`config.mk`:
```
export PLATFORM = sky130hd
export DESIGN_NAME = board_input_conditioner_flat
export DESIGN_NICKNAME = d
export VERILOG_FILES = /design/src/rtl/board_input_conditioner_if.sv /design/src/rtl/board_input_conditioner.sv /design/src/flat_wrapper.sv
export SDC_FILE = /design/constraint.sdc
export NUM_CORES = 1
export LEC_CHECK = 0
export CORE_MARGIN = 2
export CORE_UTILIZATION = 62
export CTS_BUF_LIST = sky130_fd_sc_hd__clkbuf_8 sky130_fd_sc_hd__clkbuf_16
export DETAILED_ROUTE_END_ITERATION = 16
export PLACE_DENSITY = 0.9
export SKIP_CTS_REPAIR_TIMING = 1
export SYNTH_ARGS = -nofsm -noshare
export SYNTH_HDL_FRONTEND = slang
export SYNTH_SLANG_ARGS = --single-unit
```
`constraint.sdc`:
```
create_clock -name CLOCK_50 -period 2.4 [get_ports CLOCK_50]
set_input_delay 0.6 -clock CLOCK_50 [delete_from_list [all_inputs] [get_ports CLOCK_50]]
set_output_delay 0.6 -clock CLOCK_50 [all_outputs]
set_load 0.01 [all_outputs]
```
`src/rtl/board_input_conditioner_if.sv`:
```
// Board pin bundle: raw KEY/SW pins in, conditioned levels and event pulses out.
// The board side is master; the conditioner is slave.
interface board_input_conditioner_if #(
    parameter int N_KEYS = 4,
    parameter int N_SW   = 10
);
    logic [N_KEYS-1:0] key_n;
    logic [N_SW-1:0]   sw;
    logic [N_KEYS-1:0] key_level;
    logic [N_KEYS-1:0] key_press;
    logic [N_KEYS-1:0] key_repeat;
    logic [N_KEYS-1:0] key_release;
    logic [N_SW-1:0]   sw_level;
    logic [N_SW-1:0]   sw_change;

    modport master (
        output key_n, sw,
        input  key_level, key_press, key_repeat, key_release, sw_level, sw_change
    );

    modport slave (
        input  key_n, sw,
        output key_level, key_press, key_repeat, key_release, sw_level, sw_change
    );
endinterface

```
`src/rtl/board_input_conditioner.sv`:
```
// Synchronise, debounce and edge-detect board keys and switches, with optional key auto-repeat.
// Repeat FSM per key:  IDLE | key released or not yet repeating;  DELAY | waiting for first repeat;  REPEAT | periodic repeats
module board_input_conditioner #(
    parameter int N_KEYS          = 4,
    parameter int N_SW            = 10,
    parameter int SYNC_STAGES     = 2,
    parameter int DEBOUNCE_CYCLES = 500000,
    parameter int KEY_ACTIVE_LOW  = 1,
    parameter int REPEAT_EN       = 0,
    parameter int REPEAT_DELAY    = 25000000,
    parameter int REPEAT_PERIOD   = 5000000
) (
    input  logic CLOCK_50,
    input  logic reset,
    board_input_conditioner_if.slave bus
);
    localparam int NCH   = N_KEYS + N_SW;
    localparam int CNT_W = $clog2(DEBOUNCE_CYCLES + 1);

    // Keys and switches share one channel vector, keys in the low bits, all in "1 = active" sense.
    logic [NCH-1:0]                  w_raw;
    logic [SYNC_STAGES-1:0][NCH-1:0] r_sync;
    logic [NCH-1:0]                  w_s;
    logic [NCH-1:0]                  r_level;
    logic [CNT_W-1:0]                r_cnt [NCH];
    logic [NCH-1:0]                  w_accept;
    logic [NCH-1:0]                  w_rise;
    logic [NCH-1:0]                  w_fall;

    logic [N_KEYS-1:0] r_key_press;
    logic [N_KEYS-1:0] r_key_repeat;
    logic [N_KEYS-1:0] r_key_release;
    logic [N_SW-1:0]   r_sw_change;

    assign w_raw = {bus.sw, (KEY_ACTIVE_LOW != 0) ? ~bus.key_n : bus.key_n};
    assign w_s   = r_sync[SYNC_STAGES-1];

    always_comb begin
        w_accept = '0;
        for (int i = 0; i < NCH; i++) begin
            w_accept[i] = (w_s[i] != r_level[i]) && (r_cnt[i] == CNT_W'(DEBOUNCE_CYCLES));
        end
    end

    assign w_rise = w_accept & w_s;
    assign w_fall = w_accept & ~w_s;

    // The counter holds DEBOUNCE_CYCLES on the accepting edge, so it never exceeds the compare value.
    always_ff @(posedge CLOCK_50) begin
        if (reset) begin
            r_sync  <= '0;
            r_level <= '0;
            for (int i = 0; i < NCH; i++) begin
                r_cnt[i] <= '0;
            end
        end else begin
            r_sync <= {r_sync[SYNC_STAGES-2:0], w_raw};
            for (int i = 0; i < NCH; i++) begin
                if (w_s[i] == r_level[i]) begin
                    r_cnt[i] <= '0;
                end else if (w_accept[i]) begin
                    r_level[i] <= w_s[i];
                    r_cnt[i]   <= '0;
                end else begin
                    r_cnt[i] <= r_cnt[i] + CNT_W'(1);
                end
            end
        end
    end

    always_ff @(posedge CLOCK_50) begin
        if (reset) begin
            r_key_release <= '0;
            r_sw_change   <= '0;
        end else begin
            r_key_release <= w_fall[N_KEYS-1:0];
            r_sw_change   <= w_accept[NCH-1:N_KEYS];
        end
    end

    generate
        if (REPEAT_EN != 0) begin : g_rep
            localparam int REP_MAX = (REPEAT_DELAY > REPEAT_PERIOD) ? REPEAT_DELAY : REPEAT_PERIOD;
            localparam int REP_W   = $clog2(REP_MAX + 1);

            typedef enum logic [1:0] {ST_IDLE, ST_DELAY, ST_REPEAT} rep_state_t;

            rep_state_t       r_state [N_KEYS];
            logic [REP_W-1:0] r_rcnt  [N_KEYS];

            // Down-counter is loaded with N-1 so the terminal count lands exactly N cycles later.
            always_ff @(posedge CLOCK_50) begin
                if (reset) begin
                    r_key_press  <= '0;
                    r_key_repeat <= '0;
                    for (int k = 0; k < N_KEYS; k++) begin
                        r_state[k] <= ST_IDLE;
                        r_rcnt[k]  <= '0;
                    end
                end else begin
                    for (int k = 0; k < N_KEYS; k++) begin
                        r_key_press[k]  <= w_rise[k];
                        r_key_repeat[k] <= 1'b0;
                        case (r_state[k])
                            ST_IDLE: begin
                                if (w_rise[k]) begin
                                    r_state[k] <= ST_DELAY;
                                    r_rcnt[k]  <= REP_W'(REPEAT_DELAY - 1);
                                end
                            end
                            ST_DELAY, ST_REPEAT: begin
                                if (w_fall[k]) begin
                                    r_state[k] <= ST_IDLE;
                                    r_rcnt[k]  <= '0;
                                end else if (r_rcnt[k] == '0) begin
                                    r_key_press[k]  <= 1'b1;
                                    r_key_repeat[k] <= 1'b1;
                                    r_state[k]      <= ST_REPEAT;
                                    r_rcnt[k]       <= REP_W'(REPEAT_PERIOD - 1);
                                end else begin
                                    r_rcnt[k] <= r_rcnt[k] - REP_W'(1);
                                end
                            end
                            default: begin
                                r_state[k] <= ST_IDLE;
                                r_rcnt[k]  <= '0;
                            end
                        endcase
                    end
                end
            end
        end else begin : g_norep
            always_ff @(posedge CLOCK_50) begin
                if (reset) begin
                    r_key_press  <= '0;
                    r_key_repeat <= '0;
                end else begin
                    r_key_press  <= w_rise[N_KEYS-1:0];
                    r_key_repeat <= '0;
                end
            end
        end
    endgenerate

    assign bus.key_level   = r_level[N_KEYS-1:0];
    assign bus.sw_level    = r_level[NCH-1:N_KEYS];
    assign bus.key_press   = r_key_press;
    assign bus.key_repeat  = r_key_repeat;
    assign bus.key_release = r_key_release;
    assign bus.sw_change   = r_sw_change;
endmodule

```
`src/flat_wrapper.sv`:
```
// flat-port wrapper written by rule: the top's interface ports become plain ports
module board_input_conditioner_flat 
#(
    parameter int N_KEYS          = 4,
    parameter int N_SW            = 10,
    parameter int SYNC_STAGES     = 2,
    parameter int DEBOUNCE_CYCLES = 500000,
    parameter int KEY_ACTIVE_LOW  = 1,
    parameter int REPEAT_EN       = 0,
    parameter int REPEAT_DELAY    = 25000000,
    parameter int REPEAT_PERIOD   = 5000000
)
  (CLOCK_50, reset, bus_key_n, bus_sw, bus_key_level, bus_key_press, bus_key_repeat, bus_key_release, bus_sw_level, bus_sw_change);
  board_input_conditioner_if #(.N_KEYS(N_KEYS), .N_SW(N_SW)) bus_i ();
  input  logic CLOCK_50;
  input  logic reset;
  input wire logic [$bits(bus_i.key_n)-1:0] bus_key_n;
  input wire logic [$bits(bus_i.sw)-1:0] bus_sw;
  output wire logic [$bits(bus_i.key_level)-1:0] bus_key_level;
  output wire logic [$bits(bus_i.key_press)-1:0] bus_key_press;
  output wire logic [$bits(bus_i.key_repeat)-1:0] bus_key_repeat;
  output wire logic [$bits(bus_i.key_release)-1:0] bus_key_release;
  output wire logic [$bits(bus_i.sw_level)-1:0] bus_sw_level;
  output wire logic [$bits(bus_i.sw_change)-1:0] bus_sw_change;
  assign bus_i.key_n = bus_key_n;
  assign bus_i.sw = bus_sw;
  assign bus_key_level = bus_i.key_level;
  assign bus_key_press = bus_i.key_press;
  assign bus_key_repeat = bus_i.key_repeat;
  assign bus_key_release = bus_i.key_release;
  assign bus_sw_level = bus_i.sw_level;
  assign bus_sw_change = bus_i.sw_change;
  board_input_conditioner #(.N_KEYS(N_KEYS), .N_SW(N_SW), .SYNC_STAGES(SYNC_STAGES), .DEBOUNCE_CYCLES(DEBOUNCE_CYCLES), .KEY_ACTIVE_LOW(KEY_ACTIVE_LOW), .REPEAT_EN(REPEAT_EN), .REPEAT_DELAY(REPEAT_DELAY), .REPEAT_PERIOD(REPEAT_PERIOD)) u_core (.CLOCK_50(CLOCK_50), .reset(reset), .bus(bus_i));
endmodule
```
After elaboration in Yosys (flattened, before gate mapping)

Memories as Yosys holds them, arrays and structs flattened.
Cells that the tools add are included.

Memories: 1
Output and inout bits: 36
RAM bits: 266
Logic and storage cells: 362
Register bits: 60
Input port bits: 16

Reduce and logical (&&, ||, !) cells: 28
Bitwise gates (word level): 60
Muxes and demuxes: 198
Equality and inequality tests: 42
Add/subtract/negate cells: 14

Memory list:

| name         | words | bits a word | read ports | clocked after memory_dff | wr ports | RTL line                      | text |
|---|---|---|---|---|---|---|---|
| u_core.r_cnt | 14    | 19          | 14         | 0                        | 14       | board_input_conditioner.sv:25 | `logic [CNT_W-1:0] r_cnt [NCH];` |

Operators by type and width:

| kind                  | number |
|---|---|
| $mux 19               | 42 |
| $add 19x1->19 const B | 14 |
| $eq 19x19->1 const B  | 14 |
| $mux 1                | 156 |
| $or 1x1->1            | 42 |
| $reduce_and 2->1      | 14 |
| $eq 1x1->1            | 14 |
| $logic_and 1x1->1     | 14 |
| $ne 1x1->1            | 14 |
| $not 1->1             | 14 |
| $and 4x4->4           | 2 |
| $not 4->4             | 2 |

Depth between registers and ports, before layout

Gate-level depths: netlist of run 1.
An unclocked memory read counts as a cell.

Depth after elaboration: 9
Gate-level depth with buffers: 7
Depth with buffers taken out: 6

Worst setup path before layout of run 1

No wires, ideal clock.

Path kind: reg-to-reg
From: mem u_core.r_cnt[0][126] (netlist name)
To: mem u_core.r_cnt[0][120] (netlist name), data pin
Buffers on the path: 1
Required time: 2.146 ns
Library setup time: 0.254 ns
Arrival time: 1.872 ns
Path slack: 0.274 ns
Period minus slack after synthesis: 2.126 ns
Stages on the path, launching flop included: 6
Cell sequence: edfxtp_1 -> or4b_1 -> or4_4 -> o21bai_4 -> buf_6 -> nor2_1

RTL lines:

| what            | RTL line |
|---|---|
| start, declared | board_input_conditioner.sv:25 |

==> impl_metrics.tcl, run 1 <==
set metrics [dict create \
    synth_edf_count 266 \
    worst_setup_path_start_kind "register" \
    syn_inst 1634 \
    synth.area.top_cells "edfxtp_1 47%, dfxtp_1 7.0%, xnor2_1 5.4%" \
    worstMarginPinSlew_ns 0.6328 \
    yosysSeqAreaShare 0.5380 \
    ir_drop_mv 0.5413 \
    worst_r2r_startpoint "u_core.r_cnt[0][87]" \
    p_per_area_nw_per_um2 620.5 \
    final_common_cell "conb_1" \
    post-route-util 0.7479 \
    num_antenna_cells 0 \
    drt-pass1-iter-count 5 \
    tritoncts.num_buffers 37 \
    avgRoutedWirePerCell_um 14.40 \
    fp.dieArea_um2 28890 \
    fin_area_um2 20210 \
    worst_hold_path_type "reg -> reg" \
    antenna_left 0 \
    clk_latency_ns 0.52 \
    grt_first_pass_wirelength_um 56720 \
    synth-main-ff-cell "edfxtp_1" \
    ys_warn_count 0 \
    synthArstFlopShare 0 \
    p_leak_nw 7.019 \
    vias 13120 \
    core_area_um2 27030 \
    cts_root_buf "clkbuf_16" \
    worstSetupPathType "reg -> reg" \
    avgSynthCellArea_um2 10.45 \
    arrival_ns 2.51 \
    drc 0 \
    grt_antenna_before_repair 0 \
    clock_path_buffers 3 \
    hpwl_um 23590 \
    first_global_vias 12720 \
    drive_gt1_frac 0.05741 \
    slew_violations 0 \
    max_slew_margin 0.5742 \
    slowest_delay_ns 0.56 \
    cts_tree "yes" \
    final-hold-violation-count 0 \
    fin_crit_ns 2.240 \
    htree_levels 2 \
    hold_start "u_core.r_sync[8]" \
    path_cells "or4b_1, or3_1, o21ai_2, buf_4, nor2_1" \
    gp_congestion 0.8521 \
    finalClockSkew_ns 0.01556 \
    syn_area_um2 17080 \
    status "complete, no violations" \
    synth_seq_cells 326 \
    cap_viol_max_count 0 \
    nets 2018 \
    grt_overflow 0 \
    rows 60 \
    port_buffers 47 \
    yosysTopAreaCellShare 0.4677 \
    crit_fanout 8 \
    rsz0062_at_grt "no" \
    num_io_pins 52 \
    fin_crit_sh 0.9335 \
    finalSetupViolCount 0 \
    synth_top_area_cell "edfxtp_1" \
    first_iter_violations 1018 \
    cts_sinks 326 \
    max_freq_ghz 0.4463 \
    drt-total-wl_um 33760 \
    via_per_inst 5.596 \
    area_growth_pct 18.34 \
    place_area_um2 19000 \
    critPathSlowestCell "or4b_1" \
    die_w_um 170.0 \
    clk_pin_slew_ns 0.06 \
    initial_utilization 0.6320 \
    die_h_um 170.0 \
    ys_types 51 \
    grt_max_degree 32 \
    required_ns 2.67 \
    end_kind "register" \
    grtUsageTotal 0.2346 \
    layout_common_cells "270 x conb_1, 266 x edfxtp_1, 241 x nor2_1" \
    setup_tns_ns 0 \
    worstSetupStartpoint "u_core.r_cnt[0][87]" \
]
## metal layers
metal | GRT usage | wire length, um | share of wire | vias up
met4 | 0.07246 | 688 | 0.020 | 0
met5 | 0 | 0 | 0 | -
met2 | 0.4234 | 17340 | 0.51 | 344
met3 | 0.03581 | 1436 | 0.043 | 68
met1 | 0.2910 | 14300 | 0.42 | 6283
li1 | - | - | - | 6421
## logic make-up after synthesis
group	synth area share
simple gates	0.2584
flops	0.5380
fa+ha+maj	0.02051
xor+xnor	0.09999
buf+inv	0.02959
other cells	0.0004397
compound gates	0.05311
## cells in the mapped netlist (24+ instances only)
| library cell | count |
|---|---|
| a21oi_1 | 70 |
| and3_1 | 25 |
| and4_1 | 29 |
| clkbuf_1 | 26 |
| dfxtp_1 | 60 |
| edfxtp_1 | 266 |
| ha_1 | 28 |
| inv_1 | 67 |
| nand2_1 | 81 |
| nand3_1 | 105 |
| nand4_1 | 72 |
| nor2_1 | 241 |
| nor2b_1 | 25 |
| nor3_1 | 39 |
| nor4_1 | 44 |
| o21ai_0 | 42 |
| o31ai_1 | 24 |
| or3_1 | 45 |
| or4_1 | 33 |
| xnor2_1 | 105 |
| xor2_1 | 90 |
## worst paths after layout
kind / to / slack (ns) / cells after the start
worst max register to register: u_core.r_cnt[0][84] / 0.16 / 5
worst max-delay path: u_core.r_cnt[0][84] / 0.16 / 5
worst min register to register: u_core.w_s[8] / 0.44 / 1
worst min-delay path: u_core.w_s[8] / 0.44 / 1
## layout make-up
class | instances | area [um^2]
clock inverters | 24 | 133.9
flip-flops and latches | 326 | 9189
multi-input cells | 1462 | 8392
clock buffers | 44 | 1056
inverters | 67 | 251.5
well taps | 341 | 426.7
fillers | 1820 | 6814
repair buffers | 80 | 763.2
## where the power goes
group / total, mW / switching, mW / leakage (nW) / internal [mW]
registers: 6.59 / 0.255 / 3.23 / 6.33
logic: 0.543 / 0.316 / 3.15 / 0.227
clock network: 5.41 / 2.18 / 0.631 / 3.23
## worst max-delay path: cells and delay by family (launching register included)
kind | cells | cell delay, ns
compound gates | 1 | 0.28
buf+inv | 1 | 0.22
flops | 1 | 0.46
simple gates | 3 | 1.03
## per-stage QoR
stage / total power [mW] / hold slack, ns / setup WS (ns) / cells
after detailed placement: 7.209 / 0.4270 / 0.1099 / 2275
after CTS: 12.62 / 0.4420 / 0.08953 / 2343
final: 12.54 / 0.4351 / 0.1595 / 2344
after global routing: 12.97 / 0.4576 / 0.08937 / 2344
after floorplan: 7.030 / 0.4138 / 0.2741 / 1902
after global placement: 7.170 / 0.4173 / 0.1552 / 2275
## registers in the layout, summed over array words and instances, names as in the netlist
| register | cells |
|---|---|
| u_core.r_cnt | 266 |
| u_core.r_level | 14 |
| u_core.r_sync | 14 |
| u_core.w_s | 14 |
| u_core.bus.sw_change | 10 |
| u_core.bus.key_press | 4 |
| u_core.bus.key_release | 4 |
Power figures use the tool's default switching activity.
==> run 2: changes to the inputs <==
--- a/config.mk
+++ b/config.mk
@@ -10,6 +10,7 @@
 export CTS_BUF_LIST = sky130_fd_sc_hd__clkbuf_8 sky130_fd_sc_hd__clkbuf_16
 export DETAILED_ROUTE_END_ITERATION = 16
 export PLACE_DENSITY = 0.9
+export SETUP_SLACK_MARGIN = 0.02
 export SKIP_CTS_REPAIR_TIMING = 1
 export SYNTH_ARGS = -nofsm -noshare
 export SYNTH_HDL_FRONTEND = slang
==> results of run 2 <==
Final layout, timing and power as in run 1 (identical DEF).
